<file path="src/rtl/fll_cfg_pkg.sv">
// FLL configuration arbiter: shared types and constants.
package fll_cfg_pkg;

    localparam int FLL_ADDR_W      = 2;
    localparam int FLL_DATA_W      = 32;
    localparam int FLL_TIMEOUT_DEF = 256;

    typedef enum logic [1:0] {
        IDLE,
        ISSUE,
        WAIT_ACK,
        RESP
    } fll_state_e;

    typedef logic req_idx_t;

    typedef struct packed {
        logic                  wrn;
        logic [FLL_ADDR_W-1:0] add;
        logic [FLL_DATA_W-1:0] data;
    } fll_cmd_t;

endpackage

</file>
<file path="src/rtl/rr_arb2.sv">
// Two-way round-robin selector: combinational grant, registered
// priority handed to the other requester when a transaction completes.
module rr_arb2
    import fll_cfg_pkg::*;
(
    input  logic       clk_i,
    input  logic       rst_i,
    input  logic [1:0] req_i,
    input  logic       done_i,
    input  req_idx_t   done_idx_i,
    output logic       gnt_vld_o,
    output req_idx_t   gnt_idx_o
);

    req_idx_t prio_q;

    always_ff @(posedge clk_i) begin
        if (rst_i) begin
            prio_q <= 1'b0;
        end else if (done_i) begin
            prio_q <= ~done_idx_i;
        end
    end

    // Contention resolves by priority; a sole requester always wins.
    assign gnt_vld_o = |req_i;
    assign gnt_idx_o = (&req_i) ? prio_q : req_i[1];

endmodule

</file>
<file path="src/rtl/fll_cfg_arbiter.sv">
// Arbitrates two requesters onto the FLL configuration port with an
// ack timeout; one committed transaction at a time.
module fll_cfg_arbiter
    import fll_cfg_pkg::*;
#(
    parameter int TIMEOUT_CYCLES = FLL_TIMEOUT_DEF
) (
    input  logic                  clk_i,
    input  logic                  rst_i,
    input  logic                  m0_req_i,
    input  logic                  m0_wrn_i,
    input  logic [FLL_ADDR_W-1:0] m0_add_i,
    input  logic [FLL_DATA_W-1:0] m0_data_i,
    output logic                  m0_ack_o,
    output logic [FLL_DATA_W-1:0] m0_r_data_o,
    output logic                  m0_err_o,
    input  logic                  m1_req_i,
    input  logic                  m1_wrn_i,
    input  logic [FLL_ADDR_W-1:0] m1_add_i,
    input  logic [FLL_DATA_W-1:0] m1_data_i,
    output logic                  m1_ack_o,
    output logic [FLL_DATA_W-1:0] m1_r_data_o,
    output logic                  m1_err_o,
    output logic                  fll_req_o,
    output logic                  fll_wrn_o,
    output logic [FLL_ADDR_W-1:0] fll_add_o,
    output logic [FLL_DATA_W-1:0] fll_data_o,
    input  logic                  fll_ack_i,
    input  logic [FLL_DATA_W-1:0] fll_r_data_i,
    output logic                  busy_o
);

    localparam int CNT_W =
        (TIMEOUT_CYCLES > 1) ? $clog2(TIMEOUT_CYCLES) : 1;
    localparam logic [CNT_W-1:0] CNT_LAST =
        CNT_W'(TIMEOUT_CYCLES - 1);

    fll_state_e            state_q;
    fll_state_e            state_d;
    fll_cmd_t              cmd_q;
    fll_cmd_t              req_cmd;
    req_idx_t              gnt_q;
    req_idx_t              gnt_idx;
    logic                  gnt_vld;
    logic [CNT_W-1:0]      cnt_q;
    logic                  err_q;
    logic [FLL_DATA_W-1:0] r0_q;
    logic [FLL_DATA_W-1:0] r1_q;
    logic [FLL_DATA_W-1:0] rsp_data;
    logic                  timeout;
    logic                  wait_done;
    logic                  resp;

    rr_arb2 u_arb (
        .clk_i      (clk_i),
        .rst_i      (rst_i),
        .req_i      ({m1_req_i, m0_req_i}),
        .done_i     (resp),
        .done_idx_i (gnt_q),
        .gnt_vld_o  (gnt_vld),
        .gnt_idx_o  (gnt_idx)
    );

    always_comb begin
        req_cmd = '0;
        if (gnt_idx) begin
            req_cmd.wrn  = m1_wrn_i;
            req_cmd.add  = m1_add_i;
            req_cmd.data = m1_data_i;
        end else begin
            req_cmd.wrn  = m0_wrn_i;
            req_cmd.add  = m0_add_i;
            req_cmd.data = m0_data_i;
        end
    end

    assign timeout   = (cnt_q == CNT_LAST);
    assign wait_done = (state_q == WAIT_ACK)
                     && (fll_ack_i || timeout);
    // A late ack on the timeout cycle still wins; writes return zero.
    assign rsp_data  = (fll_ack_i && cmd_q.wrn)
                     ? fll_r_data_i : '0;

    always_ff @(posedge clk_i) begin
        if (rst_i) begin
            state_q <= IDLE;
        end else begin
            state_q <= state_d;
        end
    end

    always_comb begin
        state_d = state_q;
        unique case (state_q)
            IDLE:     if (gnt_vld) state_d = ISSUE;
            ISSUE:    state_d = WAIT_ACK;
            WAIT_ACK: if (wait_done) state_d = RESP;
            RESP:     state_d = IDLE;
            default:  state_d = IDLE;
        endcase
    end

    always_ff @(posedge clk_i) begin
        if (rst_i) begin
            cmd_q <= '0;
            gnt_q <= 1'b0;
            cnt_q <= '0;
            err_q <= 1'b0;
            r0_q  <= '0;
            r1_q  <= '0;
        end else begin
            if (state_q == IDLE && gnt_vld) begin
                cmd_q <= req_cmd;
                gnt_q <= gnt_idx;
            end
            if (state_q == ISSUE) begin
                cnt_q <= '0;
            end else if (state_q == WAIT_ACK) begin
                cnt_q <= cnt_q + 1'b1;
            end
            if (wait_done) begin
                err_q <= ~fll_ack_i;
                if (gnt_q) begin
                    r1_q <= rsp_data;
                end else begin
                    r0_q <= rsp_data;
                end
            end
        end
    end

    assign resp        = (state_q == RESP);
    assign busy_o      = (state_q != IDLE);
    assign fll_req_o   = (state_q == ISSUE)
                       || (state_q == WAIT_ACK);
    assign fll_wrn_o   = cmd_q.wrn;
    assign fll_add_o   = cmd_q.add;
    assign fll_data_o  = cmd_q.data;
    assign m0_ack_o    = resp & ~gnt_q;
    assign m1_ack_o    = resp & gnt_q;
    assign m0_err_o    = m0_ack_o & err_q;
    assign m1_err_o    = m1_ack_o & err_q;
    assign m0_r_data_o = r0_q;
    assign m1_r_data_o = r1_q;

endmodule

</file>
<file path="config.mk">
export PLATFORM = sky130hd
export DESIGN_NAME = fll_cfg_arbiter
export DESIGN_NICKNAME = d
export VERILOG_FILES = /design/src/rtl/fll_cfg_pkg.sv /design/src/rtl/rr_arb2.sv /design/src/rtl/fll_cfg_arbiter.sv
export SDC_FILE = /design/constraint.sdc
export NUM_CORES = 1
export LEC_CHECK = 0
export ABC_AREA = 1
export CAP_MARGIN = 20
export CORE_MARGIN = 4
export CORE_UTILIZATION = 47
export CTS_CLUSTER_SIZE = 28
export DETAILED_ROUTE_END_ITERATION = 10
export PLACE_DENSITY_LB_ADDON = 0.1
export SETUP_SLACK_MARGIN = 0.05
export SYNTH_ARGS = -nofsm -noshare
export SYNTH_HDL_FRONTEND = slang
export SYNTH_SLANG_ARGS = --single-unit
</file>
<file path="constraint.sdc">
create_clock -name clk_i -period 4 [get_ports clk_i]
set_clock_uncertainty 0.05 [all_clocks]
set_input_delay 0.6 -clock clk_i [delete_from_list [all_inputs] [get_ports clk_i]]
set_output_delay 0.6 -clock clk_i [all_outputs]
set_load 0.1 [all_outputs]
</file>
==> metrics, run 1 <==
status=completed; post-CTS sizing=0; sequential cell area=0.00224 sq mm; Initial Utilization=0.485; Buffers on Ports=roughly 210; Yosys cell types=23; largest net degree at the start of global routing=between 70 and 80; post-synth top area share=0.422; Final setup viols=0; crit-path max FO=17; routed vias=approximately 5200; Crit. End Element=primary output; post-route cell area=around 0.0077 sq mm; slew margin rel.=0.308; Die H=around 110 um; Tcrit/Tclk final=0.782; compound-gate portion of the synthesized area=0.0735; layout cell share with drive strength beyond 1=0.0320; GRT Total Usage=0.225; adder and majority gate portion of the synthesized area=0.0118; Worst-Margin Slew=just over 1000 ps; starting DRC count in detailed routing=between 300 and 400; top cells by count, synth=nand2_1, inv_1, nor2_1, dfxtp_1, nand3_1; warnings from Yosys=0; largest family of logic cells by synthesized area=simple AND/OR/NAND/NOR gates; CTS Buf Count=9; clk_lat worst skew=between 300 and 400 ps; clk slew on worst S/H paths=around 70 ps; CTS sink cnt=112; wire per inst=roughly 13 um; first drt pass iteration count=4; max cap viols=0; area occupied by multi-input gates=approximately 0.0022 sq mm; WS Path Type=reg -> out; count leader, synth=nand2_1; peak supply drop=about 0.50 mV; vias per cell=4.53; Synth Register Bits=approximately 110; predominant post-synthesis flop cell=dfxtp_1; DRC viols=0; Async S/R FF share, synth=0; H-tree depth=3; area share of and/or/nand/nor cells after synthesis=0.332; Seq/Total Area, Yosys=0.422; Die Wd=114 um; worst min path class=reg -> reg; placer's final routability congestion estimate=a little under 0.8; most area-consuming cells after synthesis=dfxtp_1, nand2_1, inv_1; Final Hold Viols=0; routed wire length=around 15000 um; Syn Inst Count=814; power density cells=~700 mW/mm^2; EDFF count, synth=0; RSZ-0062 raised after global routing=false; first-pass GRT wire length=between 20000 and 25000 um; I/O pins=around 210; CTS Root Cell=clkbuf_16; setup TNS=0 ps; Fill cells=959; hold_buf cts=0; Net Count, Synth=926; post-placement cell area=~0.0074 sq mm; antenna diode count=0; Final min period=roughly 3100 ps; DIE AREA=~0.013 sq mm; Synth Cell Area=~0.0053 sq mm; Final HPWL DP=between 10000 and 15000 um; remaining antenna violation count=0; Slew Viols, Final=0; Core Area=between 0.01 and 0.015 sq mm; vias in the first global route=4943; final net count=1107; P_leak=3.82 nW; CTS tree=done; xor and xnor fraction of the mapped netlist area=0; mux contribution to synthesized area=0; synthesis-to-finish area growth=45.0%; Clock Tree Buf Depth=2; cell taking the most area after synthesis=dfxtp_1; Fmax=320 MHz; antenna violations before repair=0; cell row count=38; CP Launch Type=flop; CP required=3350 ps; Synth Area per Inst=between 6 and 7 sq um; critical path arrival=2480 ps; Overflow after GRT=0; Post-CTS Setup Repair Bufs=0
-- through the flow --
step	worst slack, ps	power [mW]	hold WS, ps	util	instances
after floorplan	625	3.81	373	-	814
after global placement	1260	4.51	382	0.677	1124
after detailed placement	1260	4.51	394	0.677	1124
after CTS	872	5.41	407	0.704	1140
after global routing	768	5.64	419	0.704	1140
final	870	5.37	405	0.704	1140
-- worst paths after layout --
| kind | from | to | slack [ps] | cells past startpoint |
|---|---|---|---|---|
| worst max-delay path | gnt_q | m1_err_o | 870 | 3 |
| worst max register to register | cnt_q[0] | m0_r_data_o[13] | 1770 | 8 |
| worst min register to register | cnt_q[5] | cnt_q[5] | 410 | 2 |
| worst min-delay path | cnt_q[5] | cnt_q[5] | 410 | 2 |
-- flip-flops by register name, summed over array words and instances (netlist names), 2 cells and up --
register / flops
fll_data_o: 32
m0_r_data_o: 32
m1_r_data_o: 32
cnt_q: 8
fll_add_o: 2
state_q: 2
-- power by group --
part	leakage [nW]	switching (mW)	internal [mW]
Combinational	2.76	2.29	0.723
Sequential	0.914	0.136	1.34
Clock	0.141	0.420	0.465
-- worst max-delay path, cell delays in order, from the launching register on --
cell,delay [ps]
dfxtp_1,750
nand2_1,140
nor2_1,110
clkdlybuf4s50_1,1130
-- cells in the final DEF (no fill, tap or decap) --
cell             synthesis  layout
nand2_1                243     243
clkdlybuf4s50_1          0     211
inv_1                  158     158
nor2_1                 115     115
dfxtp_1                112     112
nand3_1                 39      39
o211ai_1                35      35
nand4_1                 24      24
a21oi_1                 11      11
clkbuf_16                0       9
o21ai_0                  8       8
inv_2                    6       6
ha_1                     5       5
buf_4                    0       5
nor3_1                   3       3
nand3_4                  2       2
o21a_1                   2       2
clkbuf_8                 0       2
nor2_2                   1       1
nand2_4                  1       1
a21oi_4                  0       1
o21ai_2                  1       1
nand3b_1                 1       1
inv_8                    0       1
clkinvlp_4               0       1
clkinv_4                 0       1
inv_6                    0       1
clkbuf_1                23       1
-- kinds of logic after synthesis --
group / count (synthesis)
AOI/OAI and AO/OA: 58
adders and majority gates: 5
buffers and inverters: 210
DFF: 112
and+or+nand+nor: 429
-- area by class of cell --
class | instances | share of cell area
inverter | 164 | 0.0799
tap | 140 | 0.0227
timing repair buffer | 216 | 0.279
clock inverter | 4 | 0.00471
multi-input combinational | 492 | 0.289
clock buffer | 12 | 0.0333
sequential | 112 | 0.291
-- routing by layer --
layer	up-vias	part of all wire	track usage
met4	0	0.020	0.0792
met2	142	0.47	0.378
li1	2802	-	-
met1	2201	0.43	0.270
met3	20	0.078	0.0719
met5	-	0	0
Note: power is estimated with default switching activity, not from simulation.
==> inputs of run 2 (changes only) <==
CORE_UTILIZATION = 40   (was 47)
clock period = 2.74 ns   (was 4 ns; I/O delays follow)
==> run 2 against run 1 <==
Against the previous run:
- register-to-register slack got worse by 1100 ps
- largest power group unchanged
- critical path depth rose by 2
- worst setup slack got worse by 180 ps
- core utilization fell by 12 points
- routed wire length rose by 0.98%
- combinational power rose by 44%
- die area rose by 16%
- largest cell class unchanged
- via count fell by 0.81%
- cell count rose by 3.0%
==> metrics, run 2 (same netlist as run 1, synthesis figures left out) <==
Top Layer Used=met4 (unchanged); met2 WL=6600 um (was 6870 um); wire per inst=12.5 um (was 12.7 um); Final min period=2050 ps; Crit. End Element=flop (was primary output); Tcrit/Tclk final=0.748; DR WL met3=1360 um (was 1140 um); most frequent cells in the layout=nand2_1, inv_1, nor2_1, dfxtp_1, buf_4 (was nand2_1, clkdlybuf4s50_1, inv_1, nor2_1, dfxtp_1); Slew Viols, Final=0 (unchanged); antenna diode count=0 (unchanged); slowest library cell on the worst path=nand3_4 (was clkdlybuf4s50_1); cell row count=41 (was 38); clk slew on worst S/H paths=80 ps (was 70 ps); Fmax=around 500 MHz; layout cell share with drive strength beyond 1=0.139 (was 0.0320); vias per cell=4.36 (was 4.53); Initial Utilization=0.414 (was 0.485); Die Wd=123 um (was 114 um); CP Launch Type=flop (unchanged); cell family with most CP delay=simple AND/OR/NAND/NOR gates (was buffers and inverters); CP required=2930 ps (was 3350 ps); vias in the first global route=4609 (was 4943); CTS Root Cell=clkbuf_16 (unchanged); CTS sink cnt=112 (unchanged); hold_buf cts=0 (unchanged); Die H=123 um (was 114 um); Post-CTS Setup Repair Bufs=0 (unchanged); I/O pins=212 (unchanged); crit-path cells=inv_1 > ha_1 > nand3_4 > nor2_1 > nor2_1 (was nand2_1 > nor2_1 > clkdlybuf4s50_1); WHS=401 ps (was 405 ps); Critical Path Max Stage Delay=570 ps (was 1130 ps); Core Area=0.0128 sq mm (was 0.0109 sq mm); cell mode on critical path=nor2_1; first-pass GRT wire length=22700 um (was 23700 um); peak supply drop=0.640 mV (was 0.495 mV); CTS tree=done (unchanged); DIE AREA=0.0152 sq mm (was 0.0131 sq mm); Final HPWL DP=10400 um (about the same); crit-path max FO=52 (was 17); Final Hold Viols=0 (unchanged); Clock Tree Buf Depth=2 (unchanged); post-route cell area=0.00752 sq mm (was 0.00770 sq mm); status=completed (unchanged); R2R Setup Slk=690 ps (was 1770 ps); critical path arrival=2240 ps (was 2480 ps); DRC viols=0 (unchanged); post-CTS sizing=0 (unchanged); Worst-Margin Slew=594 ps (was 1030 ps); M1 WL=6400 um (was 6220 um); GRT Total Usage=0.188 (was 0.225); placer's final routability congestion estimate=0.787 (was 0.796); H-tree depth=3 (unchanged); routed wire length=14700 um (was 14500 um); Buffers on Ports=211 (unchanged); Overflow after GRT=0 (unchanged); final net count=1109 (was 1107); clk_lat worst skew=350 ps (about the same); Worst Path Buf+Inv=1 (unchanged); antenna violations before repair=0 (unchanged); P_leak=4.01 nW (was 3.82 nW); first drt pass iteration count=4 (unchanged); largest net degree at the start of global routing=105 (was 72); power density cells=1030 mW/mm^2 (was 698 mW/mm^2); setup TNS=0 ps (unchanged); starting DRC count in detailed routing=259 (was 341); post-placement cell area=0.00724 sq mm (was 0.00741 sq mm); remaining antenna violation count=0 (unchanged); routed vias=5123 (was 5165); CTS Buf Count=9 (unchanged); worst min path class=reg -> reg (unchanged); Final setup viols=0 (unchanged); slew margin rel.=0.604 (was 0.308); synthesis-to-finish area growth=41.6% (was 45.0%); WS Path Type=reg -> reg (was reg -> out); commonest non-fill, non-tap cell in the layout=nand2_1 (unchanged); max cap viols=0 (unchanged); RSZ-0062 raised after global routing=false (unchanged)
## run 2: final cells by class
class	instances	area (sq um)
fillers	1278	5310
clock inverters	4	30.0
flip-flops and latches	112	2240
clock buffers	12	246
well taps	172	215
repair buffers	218	1940
inverters	164	617
multi-input cells	492	2230
## run 2: final timing paths
check,cells after the start,startpoint,to
worst max register to register,5,state_q[0],m1_r_data_o[10]
worst min-delay path,2,cnt_q[5],cnt_q[5]
worst max-delay path,5,state_q[0],m1_r_data_o[10]
worst min register to register,2,cnt_q[5],cnt_q[5]
## run 2: metrics by stage
stage / util / std cells / setup WS, ps / total power [mW]
floorplan: - / 814 / 353 / 5.57
global placement: 0.565 / 1158 / 676 / 6.53
detailed placement: 0.565 / 1158 / 631 / 6.52
CTS: 0.586 / 1174 / 675 / 7.79
global route: 0.586 / 1174 / 454 / 8.08
finish: 0.586 / 1174 / 691 / 7.72
## run 2: power by group
part | internal [mW] | leakage, nW | switching [mW] | total (mW)
clock network | 0.644 | 0.121 | 0.599 | 1.24
logic | 0.978 | 2.98 | 3.34 | 4.32
registers | 1.96 | 0.914 | 0.197 | 2.16
## run 2: layer usage
| layer | global-route usage | vias to the layer above |
|---|---|---|
| met1 | 0.236 | 2135 |
| met4 | 0.0782 | 0 |
| met5 | 0 | - |
| li1 | - | 2807 |
| met3 | 0.0645 | 20 |
| met2 | 0.297 | 161 |
## run 2: worst min-delay path: stages, from the launching register on
cell	delay (ps)
dfxtp_1	310
inv_1	50
a21oi_1	50
